==> src/rtl/jtcps1_palcpy_if.sv <==
// VRAM read port and palette RAM write port of the palette copy engine.
// master = copy engine, slave = VRAM arbiter / palette RAM side.
interface jtcps1_palcpy_if;
    logic [16:0] vram_addr;
    logic        vram_req;
    logic        vram_ok;
    logic [15:0] vram_data;
    logic [11:0] pal_addr;
    logic [15:0] pal_data;
    logic        pal_we;

    modport master (
        output vram_addr, vram_req, pal_addr, pal_data, pal_we,
        input  vram_ok, vram_data
    );
    modport slave (
        input  vram_addr, vram_req, pal_addr, pal_data, pal_we,
        output vram_ok, vram_data
    );
endinterface

==> src/rtl/jtcps1_palcpy.sv <==
// CPS-A palette copy engine: walks enabled palette pages, reading words
// contiguously from VRAM and writing them one per cycle into palette RAM.
module jtcps1_palcpy #(
    parameter int PAGES = 6
) (
    input  logic        clk,
    input  logic        rstn,
    input  logic        pal_copy,
    input  logic [15:0] pal_base,
    input  logic [ 5:0] pal_page_en,
    output logic        busy,
    output logic        done,
    jtcps1_palcpy_if.master bus
);
    localparam logic [2:0] IDLE  = 3'd0,
                           SCAN  = 3'd1,
                           READ  = 3'd2,
                           WRITE = 3'd3,
                           FIN   = 3'd4;
    localparam logic [2:0] END_PAGE = 3'(PAGES);

    logic [ 2:0] st, page;
    logic [ 9:0] cur_base, pend_base;
    logic [ 5:0] cur_en, pend_en;
    logic        pending;
    logic [ 8:0] entry;
    logic [11:0] src_off, src_nxt;
    logic [ 7:0] en_ext;
    logic [16:0] base_addr;

    // only the low 10 bits of the base select the VRAM window
    wire unused_base = ^pal_base[15:10];

    assign en_ext    = {2'b0, cur_en};
    assign src_nxt   = src_off + 12'd1;
    assign base_addr = {cur_base, 7'd0};

    always_ff @(posedge clk or negedge rstn) begin
        if (!rstn) begin
            st            <= IDLE;
            page          <= 3'd0;
            entry         <= 9'd0;
            src_off       <= 12'd0;
            cur_base      <= 10'd0;
            cur_en        <= 6'd0;
            pend_base     <= 10'd0;
            pend_en       <= 6'd0;
            pending       <= 1'b0;
            busy          <= 1'b0;
            done          <= 1'b0;
            bus.vram_req  <= 1'b0;
            bus.vram_addr <= 17'd0;
            bus.pal_we    <= 1'b0;
            bus.pal_addr  <= 12'd0;
            bus.pal_data  <= 16'd0;
        end else begin
            bus.pal_we <= 1'b0;
            done       <= 1'b0;
            // requests arriving mid-copy queue up; the newest one wins
            if (pal_copy && st != IDLE && st != FIN) begin
                pending   <= 1'b1;
                pend_base <= pal_base[9:0];
                pend_en   <= pal_page_en;
            end
            case (st)
                IDLE: if (pal_copy) begin
                    cur_base <= pal_base[9:0];
                    cur_en   <= pal_page_en;
                    page     <= 3'd0;
                    entry    <= 9'd0;
                    src_off  <= 12'd0;
                    busy     <= 1'b1;
                    st       <= SCAN;
                end
                SCAN: begin
                    if (page == END_PAGE) begin
                        busy <= 1'b0;
                        done <= 1'b1;
                        st   <= FIN;
                    end else if (en_ext[page]) begin
                        bus.vram_req  <= 1'b1;
                        bus.vram_addr <= base_addr + {5'd0, src_off};
                        st            <= READ;
                    end else begin
                        page <= page + 3'd1;
                    end
                end
                READ: if (bus.vram_ok) begin
                    bus.pal_data <= bus.vram_data;
                    bus.pal_addr <= {page, entry};
                    bus.pal_we   <= 1'b1;
                    bus.vram_req <= 1'b0;
                    st           <= WRITE;
                end
                WRITE: begin
                    src_off <= src_nxt;
                    if (entry == 9'd511) begin
                        entry <= 9'd0;
                        page  <= page + 3'd1;
                        st    <= SCAN;
                    end else begin
                        entry         <= entry + 9'd1;
                        bus.vram_req  <= 1'b1;
                        bus.vram_addr <= base_addr + {5'd0, src_nxt};
                        st            <= READ;
                    end
                end
                FIN: begin
                    // a request landing on this very cycle takes priority over the stored one
                    if (pal_copy || pending) begin
                        cur_base <= pal_copy ? pal_base[9:0] : pend_base;
                        cur_en   <= pal_copy ? pal_page_en   : pend_en;
                        pending  <= 1'b0;
                        page     <= 3'd0;
                        entry    <= 9'd0;
                        src_off  <= 12'd0;
                        busy     <= 1'b1;
                        st       <= SCAN;
                    end else begin
                        st <= IDLE;
                    end
                end
                default: st <= IDLE;
            endcase
        end
    end
endmodule

==> src/flat_wrapper.sv <==
// flat-port wrapper written by rule: the top's interface ports become plain ports
module jtcps1_palcpy_flat 
#(
    parameter int PAGES = 6
)
  (clk, rstn, pal_copy, pal_base, pal_page_en, busy, done, bus_vram_addr, bus_vram_req, bus_pal_addr, bus_pal_data, bus_pal_we, bus_vram_ok, bus_vram_data);
  jtcps1_palcpy_if bus_i ();
  input  logic clk;
  input  logic rstn;
  input  logic pal_copy;
  input  logic [15:0] pal_base;
  input  logic [ 5:0] pal_page_en;
  output logic busy;
  output logic done;
  output wire logic [$bits(bus_i.vram_addr)-1:0] bus_vram_addr;
  output wire logic [$bits(bus_i.vram_req)-1:0] bus_vram_req;
  output wire logic [$bits(bus_i.pal_addr)-1:0] bus_pal_addr;
  output wire logic [$bits(bus_i.pal_data)-1:0] bus_pal_data;
  output wire logic [$bits(bus_i.pal_we)-1:0] bus_pal_we;
  input wire logic [$bits(bus_i.vram_ok)-1:0] bus_vram_ok;
  input wire logic [$bits(bus_i.vram_data)-1:0] bus_vram_data;
  assign bus_vram_addr = bus_i.vram_addr;
  assign bus_vram_req = bus_i.vram_req;
  assign bus_pal_addr = bus_i.pal_addr;
  assign bus_pal_data = bus_i.pal_data;
  assign bus_pal_we = bus_i.pal_we;
  assign bus_i.vram_ok = bus_vram_ok;
  assign bus_i.vram_data = bus_vram_data;
  jtcps1_palcpy #(.PAGES(PAGES)) u_core (.clk(clk), .rstn(rstn), .pal_copy(pal_copy), .pal_base(pal_base), .pal_page_en(pal_page_en), .busy(busy), .done(done), .bus(bus_i));
endmodule
==> config.mk <==
export PLATFORM = sky130hd
export DESIGN_NAME = jtcps1_palcpy_flat
export DESIGN_NICKNAME = d
export VERILOG_FILES = /design/src/rtl/jtcps1_palcpy_if.sv /design/src/rtl/jtcps1_palcpy.sv /design/src/flat_wrapper.sv
export SDC_FILE = /design/constraint.sdc
export NUM_CORES = 1
export LEC_CHECK = 0
export CORE_MARGIN = 10
export CORE_UTILIZATION = 50
export CTS_BUF_LIST = sky130_fd_sc_hd__clkbuf_16
export CTS_CLUSTER_DIAMETER = 30
export DETAILED_ROUTE_END_ITERATION = 10
export PLACE_DENSITY = 0.77
export SLEW_MARGIN = 5
export SYNTH_ARGS = -nofsm -noshare
export SYNTH_HDL_FRONTEND = slang
export SYNTH_SLANG_ARGS = --single-unit
==> constraint.sdc <==
create_clock -name clk -period 3 [get_ports clk]
set_input_delay 0.75 -clock clk [delete_from_list [all_inputs] [get_ports clk]]
set_output_delay 0.75 -clock clk [all_outputs]
set_load 0.05 [all_outputs]
==> metrics, run 1 <==
run status=finished, final reports clean; Static Leak=2.75 nW; Distinct cells, synth=43; first-pass GRT wire length=17800 microns; PD cells=1100 nW/um^2; setup violators final=0; leading cell type in the layout, fill and taps excluded=dfrtp_1; TritonCTS clock tree=yes; Post-synth EDFFs=0; # H-tree levels=3; Remaining DRCs=0; Layout Utilization=66.1%; syn avg cell area=11.3 sq um; Post-DRT Antenna Nets=0; n_diodes=0; sequential power share=34.4%; Sw Pwr=2.98 mW; gpl congestion=0.845; WP data arrival=3090 ps; Max VDD drop=0.542 mV; CP Launch Type=flop; max-slew violations=0; Routed WL=10700 microns; drt first-iter violations=215; Critical R2R Launch=u_core.src_off[0]; Clock Pin Slew Worst Setup and Hold Paths=70 ps; CTS Buf Count=9; CTS Hold Bufs=0; critical path type=reg2reg; initial antenna violation count=0; crit-path max FO=4; gr ovfl total=0; critical path required time=3230 ps; reg2reg path depth=12; Via density=5.31; post-DP HPWL=7860 microns; Clk network pwr share=17.8%; Yosys warnings=0; Hold Path Class=in2async; die height=121 microns; Die Area=14600 sq um; Total GRT Usage=14.8%; clock latency on the worst-skew pair=340 ps; Seq/Total Area, Yosys=53.7%; synth-to-layout area growth=27.8%; std cell rows=36; Rel. slew slack=58.9%; endpoints failing hold=0; die width=121 microns; Layout Skew=9.19 ps; flops & latches, synth=109; Tcrit/Tclk final=95.4%; Max clock buf depth=2; synthesized instance count=451; Worst Setup SP=u_core.src_off[0]; CP endpoint kind=flop; most frequent cells in the layout=dfrtp_1 (108), clkdlybuf4s50_1 (83), mux2_2 (51), nor2_1 (50), a21oi_1 (34); largest net degree at the start of global routing=49; vias in the first global route=3697; worst-margin pin slew=614 ps; WL/cell=15.7 microns; Vias=3624; ys async rst share=100%; drt pass-1 iters=4; post-synth net total=505; Tmin final=2860 ps; Buffers on Ports=84; Sink Count=109; combinational share of power=47.8%; Cell Area, Synth=5080 sq um; Final nets=598; cell-internal power=4.14 mW; Placed Instances=665; sw frac=41.9%; Initial Util=51.7%; Clock Tree Root=clkbuf_16; ratio of cells with drive above 1 in the final layout=17.7%; fin cells=682; Synth Flop Type=dfrtp_1; max_cap viols=0; Core Footprint=9820 sq um; I/O Pins=91; fmax=349 MHz
## flip-flops by register name, summed over array words and instances, names as in the netlist
register              flops
u_core.bus.pal_addr      12
u_core.bus.pal_data      16
u_core.bus.pal_we         1
u_core.bus.vram_addr     17
u_core.bus.vram_req       1
u_core.busy               1
u_core.cur_base          10
u_core.cur_en             6
u_core.done               1
u_core.entry              9
u_core.page               3
u_core.pend_base         10
u_core.pend_en            6
u_core.pending            1
u_core.src_off           12
u_core.st                 3
## cells by family after synthesis
logic type               synth area share (%)
buffers and inverters                    2.71
multiplexers                             16.8
flip-flops                               53.7
AND/OR/NAND/NOR                          10.6
XOR/XNOR                                 2.93
AO/OA/AOI/OAI                            10.2
adder cells (fa/ha/maj)                  3.10
## synth_stat cells (6+ instances only)
cell type | number | area share, %
nand2_1 | 23 | 1.7
mux2i_1 | 21 | 4.1
nor2_1 | 50 | 3.7
nand3_1 | 9 | 0.89
ha_1 | 11 | 2.7
nor2b_1 | 6 | 0.74
buf_2 | 8 | 0.79
mux2_2 | 51 | 11
inv_1 | 10 | 0.74
clkbuf_1 | 9 | 0.66
dfrtp_1 | 109 | 54
a31oi_1 | 6 | 0.74
nand2b_1 | 6 | 0.74
xor2_1 | 7 | 1.2
xnor2_1 | 10 | 1.7
o21ai_0 | 32 | 3.2
a21oi_1 | 34 | 3.3
## repair_timing
| item | CTS | global route |
|---|---|---|
| resized for setup | 0 | 7 |
| setup buffers | 0 | 1 |
| endpoints found under the setup margin | 0 | 3 |
## per-stage QoR
| stage | hold slack [ps] | setup slack [ps] | total power, mW | cell area, sq um | setup TNS, ps |
|---|---|---|---|---|---|
| detailed placement | 479 | 114 | 5.91 | 6140 | 0 |
| CTS | 430 | 64.1 | 7.18 | 6460 | 0 |
| global route | 441 | -45.6 | 7.56 | 6490 | -45.6 |
| finish | 407 | 137 | 7.12 | 6490 | 0 |
| global placement | 467 | 156 | 5.78 | 6140 | 0 |
| floorplan | 454 | 276 | 4.78 | 5080 | 0 |
## worst paths after layout
check / slack [ps] / to
max: 140 / u_core.bus.vram_addr[13]
min: 410 / u_core.bus.vram_addr[5]
max reg2reg: 140 / u_core.bus.vram_addr[13]
min reg2reg: 500 / u_core.bus.pal_data[5]
max in group asynchronous: 1910 / u_core.cur_base[4]
min in group clk: 500 / u_core.bus.pal_data[5]
## cell type report
type	instances	area [sq um]
Clock inverter	7	97.6
Sequential cell	109	2730
Timing Repair Buffer	102	986
Clock buffer	9	225
Tap cell	133	166
Inverter	10	37.5
Multi-Input combinational cell	312	2250
Fill cell	786	3330
## power groups by stage
stage | clock network, mW | registers, mW | logic [mW]
after floorplan | 0 | 3.41 | 1.37
after global placement | 0 | 2.43 | 3.35
after detailed placement | 0 | 2.47 | 3.43
after CTS | 1.29 | 2.45 | 3.44
after global routing | 1.36 | 2.53 | 3.68
final | 1.27 | 2.45 | 3.40
## routing by layer
layer | part of all wire (%) | up-vias | global-route usage [%]
met5 | 0 | - | 0
met4 | 1.0 | 0 | 4.07
met3 | 3.2 | 9 | 3.58
met2 | 53 | 56 | 26.4
met1 | 42 | 1792 | 17.2
li1 | - | 1767 | -
## critical path: stages, from the launching register on
cell	delay (ps)
dfrtp_1	400
ha_2	220
and4_4	250
and4_1	250
nand2_2	100
xnor2_2	200
inv_1	80
fa_2	380
nor2b_2	140
o31a_1	200
o21ai_0	120
xnor2_1	140
mux2_2	260
(Power assumes the default switching activity.)
==> run 2: changes to the inputs <==
- CORE_UTILIZATION: 50 -> 53
- PLACE_DENSITY: 0.77 -> 0.78
- SETUP_SLACK_MARGIN: default -> 0.3
==> run 2 against run 1 <==
Net effect: count of clock-buffer cells in the layout unchanged; clock power fell by 11%; global-route usage increased by 0.77 points; total power rose by 0.72%; final area rose by 2.8%; via count up 3.0%; sequential share of layout area is 1.1 points lower; critical endpoint is now u_core.bus.vram_addr[14]; largest cell class unchanged.
==> metrics, run 2 (synthesis results as in run 1) <==
fin cells=695 (+1.9%); gr ovfl total=0 (unchanged); Post-DRT Antenna Nets=0 (unchanged); Max clock buf depth=2 (unchanged); Via density=5.37 (+1.1%); die width=118 microns (-2.4%); I/O Pins=91 (unchanged); Pwr Total=7.17 mW (+0.72%); clock latency on the worst-skew pair=340 ps (about the same); Layout Utilization=71.9% (+5.8 points); std cell rows=35 (-2.8%); Remaining DRCs=0 (unchanged); synth-to-layout area growth=31.4%; Hold Path Class=in2async; Critical R2R Launch=u_core.src_off[0]; first-pass GRT wire length=18300 microns (+2.5%); CP endpoint kind=flop; critical path required time=3260 ps (+30 ps); Sink Count=109 (unchanged); Final nets=615 (+2.8%); Static Leak=2.83 nW (+3.2%); biggest regs=u_core.bus.vram_addr (17), u_core.bus.pal_data (16); area taken by multi-input logic gates=2320 sq um (+2.9%); Placed Instances=659 (-0.90%); gpl congestion=0.792 (-6.3%); # H-tree levels=3 (unchanged); CP Launch Type=flop; most used cell, CP=and4_4; Rel. slew slack=54.9% (-4.1 points); endpoints failing hold=0 (unchanged); WP data arrival=2950 ps (-140 ps); Max VDD drop=0.516 mV (-4.8%); RSZ-0062 raised after global routing=yes; largest net degree at the start of global routing=58 (+18%); PD cells=1070 nW/um^2 (-2.0%); CP cell instances=ha_4 -> and4_4 -> and4_4 -> nand2_4 -> xnor2_2 -> ha_1 -> a211oi_2 -> o21bai_1 -> a21oi_2 -> buf_4 -> or3_1 -> a31oi_1; Fin Setup TNS=0 ps (unchanged); vias in the first global route=3803 (+2.9%); leading cell type in the layout, fill and taps excluded=dfrtp_1; setup violators final=0 (unchanged); Die Area=13900 sq um (-4.7%); n_diodes=0 (unchanged); TritonCTS clock tree=yes; Initial Util=54.7% (+3.0 points); Total GRT Usage=15.5% (+0.77 points); WL/cell=15.7 microns (-0.23%); max-slew violations=0 (unchanged); Tcrit/Tclk final=89.7% (-5.8 points); CTS Buf Count=9 (unchanged); Clock Pin Slew Worst Setup and Hold Paths=70 ps (about the same); max reg flops=17 (unchanged); fmax=372 MHz (+6.4%); most frequent cells in the layout=dfrtp_1 (104), clkdlybuf4s50_1 (83), mux2_2 (51), nor2_1 (47), a21oi_1 (33); Reg2Reg Setup Slack=310 ps (+170 ps); Buffers on Ports=84 (unchanged); Core Footprint=9280 sq um (-5.5%); crit-path max cell delay=410 ps (about the same); Vias=3734 (+3.0%); Worst Setup SP=u_core.src_off[0]; Layout Skew=7.34 ps (-1.85 ps); initial antenna violation count=0 (unchanged); crit-path max FO=4 (unchanged); drt pass-1 iters=4 (unchanged); CTS Hold Bufs=0 (unchanged); setup slack after layout=310 ps (+173 ps); # fillers=678 (-14%); Clock Tree Root=clkbuf_16; critical path type=reg2reg; Most flops, register=u_core.bus.vram_addr; DP Worst Slack=115 ps (+1.41 ps); run status=finished, final reports clean; FF+latch area=2730 sq um (+0.18%); Tmin final=2690 ps (-173 ps); slowest CP cell=dfrtp_2; Routed WL=10900 microns (+1.7%); die height=118 microns (-2.4%); ratio of cells with drive above 1 in the final layout=22.8% (+5.1 points); post-DP HPWL=7620 microns (-3.0%); max_cap viols=0 (unchanged); worst-margin pin slew=677 ps (+63.4 ps); drt first-iter violations=155 (-28%)
-- run 2: layout make-up --
| type | instances | share of cell area (%) |
|---|---|---|
| clock inverter | 7 | 0.881 |
| timing repair buffer | 119 | 17.1 |
| tap | 129 | 2.42 |
| inverter | 10 | 0.562 |
| multi-input combinational | 312 | 34.7 |
| sequential | 109 | 41.0 |
| clock buffer | 9 | 3.37 |
-- run 2: critical path: cells and delay by family (launching register included) --
family / cells / cell delay [ps]
adders and majority gates: 2 / 460
buffers and inverters: 1 / 150
DFF: 1 / 410
xor gates and xnor gates: 1 / 140
AOI/OAI and AO/OA: 4 / 590
and+or+nand+nor: 4 / 860
-- run 2: per-layer routing --
metal / vias to the layer above / wire length (microns) / GRT usage (%)
met1: 1830 / 4510 / 18.0
met5: - / 0 / 0
met2: 77 / 5800 / 28.2
li1: 1814 / - / -
met3: 13 / 414 / 2.49
met4: 0 / 165 / 5.33
-- run 2: power breakdown --
| part | switching, mW | total (mW) | internal [mW] |
|---|---|---|---|
| clock | 0.496 | 1.13 | 0.636 |
| combinational | 2.11 | 3.58 | 1.47 |
| sequential | 0.397 | 2.46 | 2.06 |
-- run 2: worst paths after layout --
kind                                             to  depth (start not counted)
max                        u_core.bus.vram_addr[14]                         12
min                         u_core.bus.vram_addr[5]                          1
max reg2reg                u_core.bus.vram_addr[14]                         12
min reg2reg                  u_core.bus.pal_data[5]                          1
max in group asynchronous           u_core.entry[1]                          2
min in group clk             u_core.bus.pal_data[5]                          1
-- run 2: stage by stage --
step / cell area [sq um] / hold WS, ps
final: 6680 / 445
after global placement: 6120 / 466
after CTS: 6580 / 469
after global routing: 6680 / 497
after detailed placement: 6120 / 480
after floorplan: 5080 / 454
-- run 2: repair_timing --
item / in CTS / in global routing
cloned: 0 / 0
setup buffers: 11 / 9
pin swaps: 10 / 12
setup endpoints to repair: 10 / 12
gates resized for setup: 22 / 11
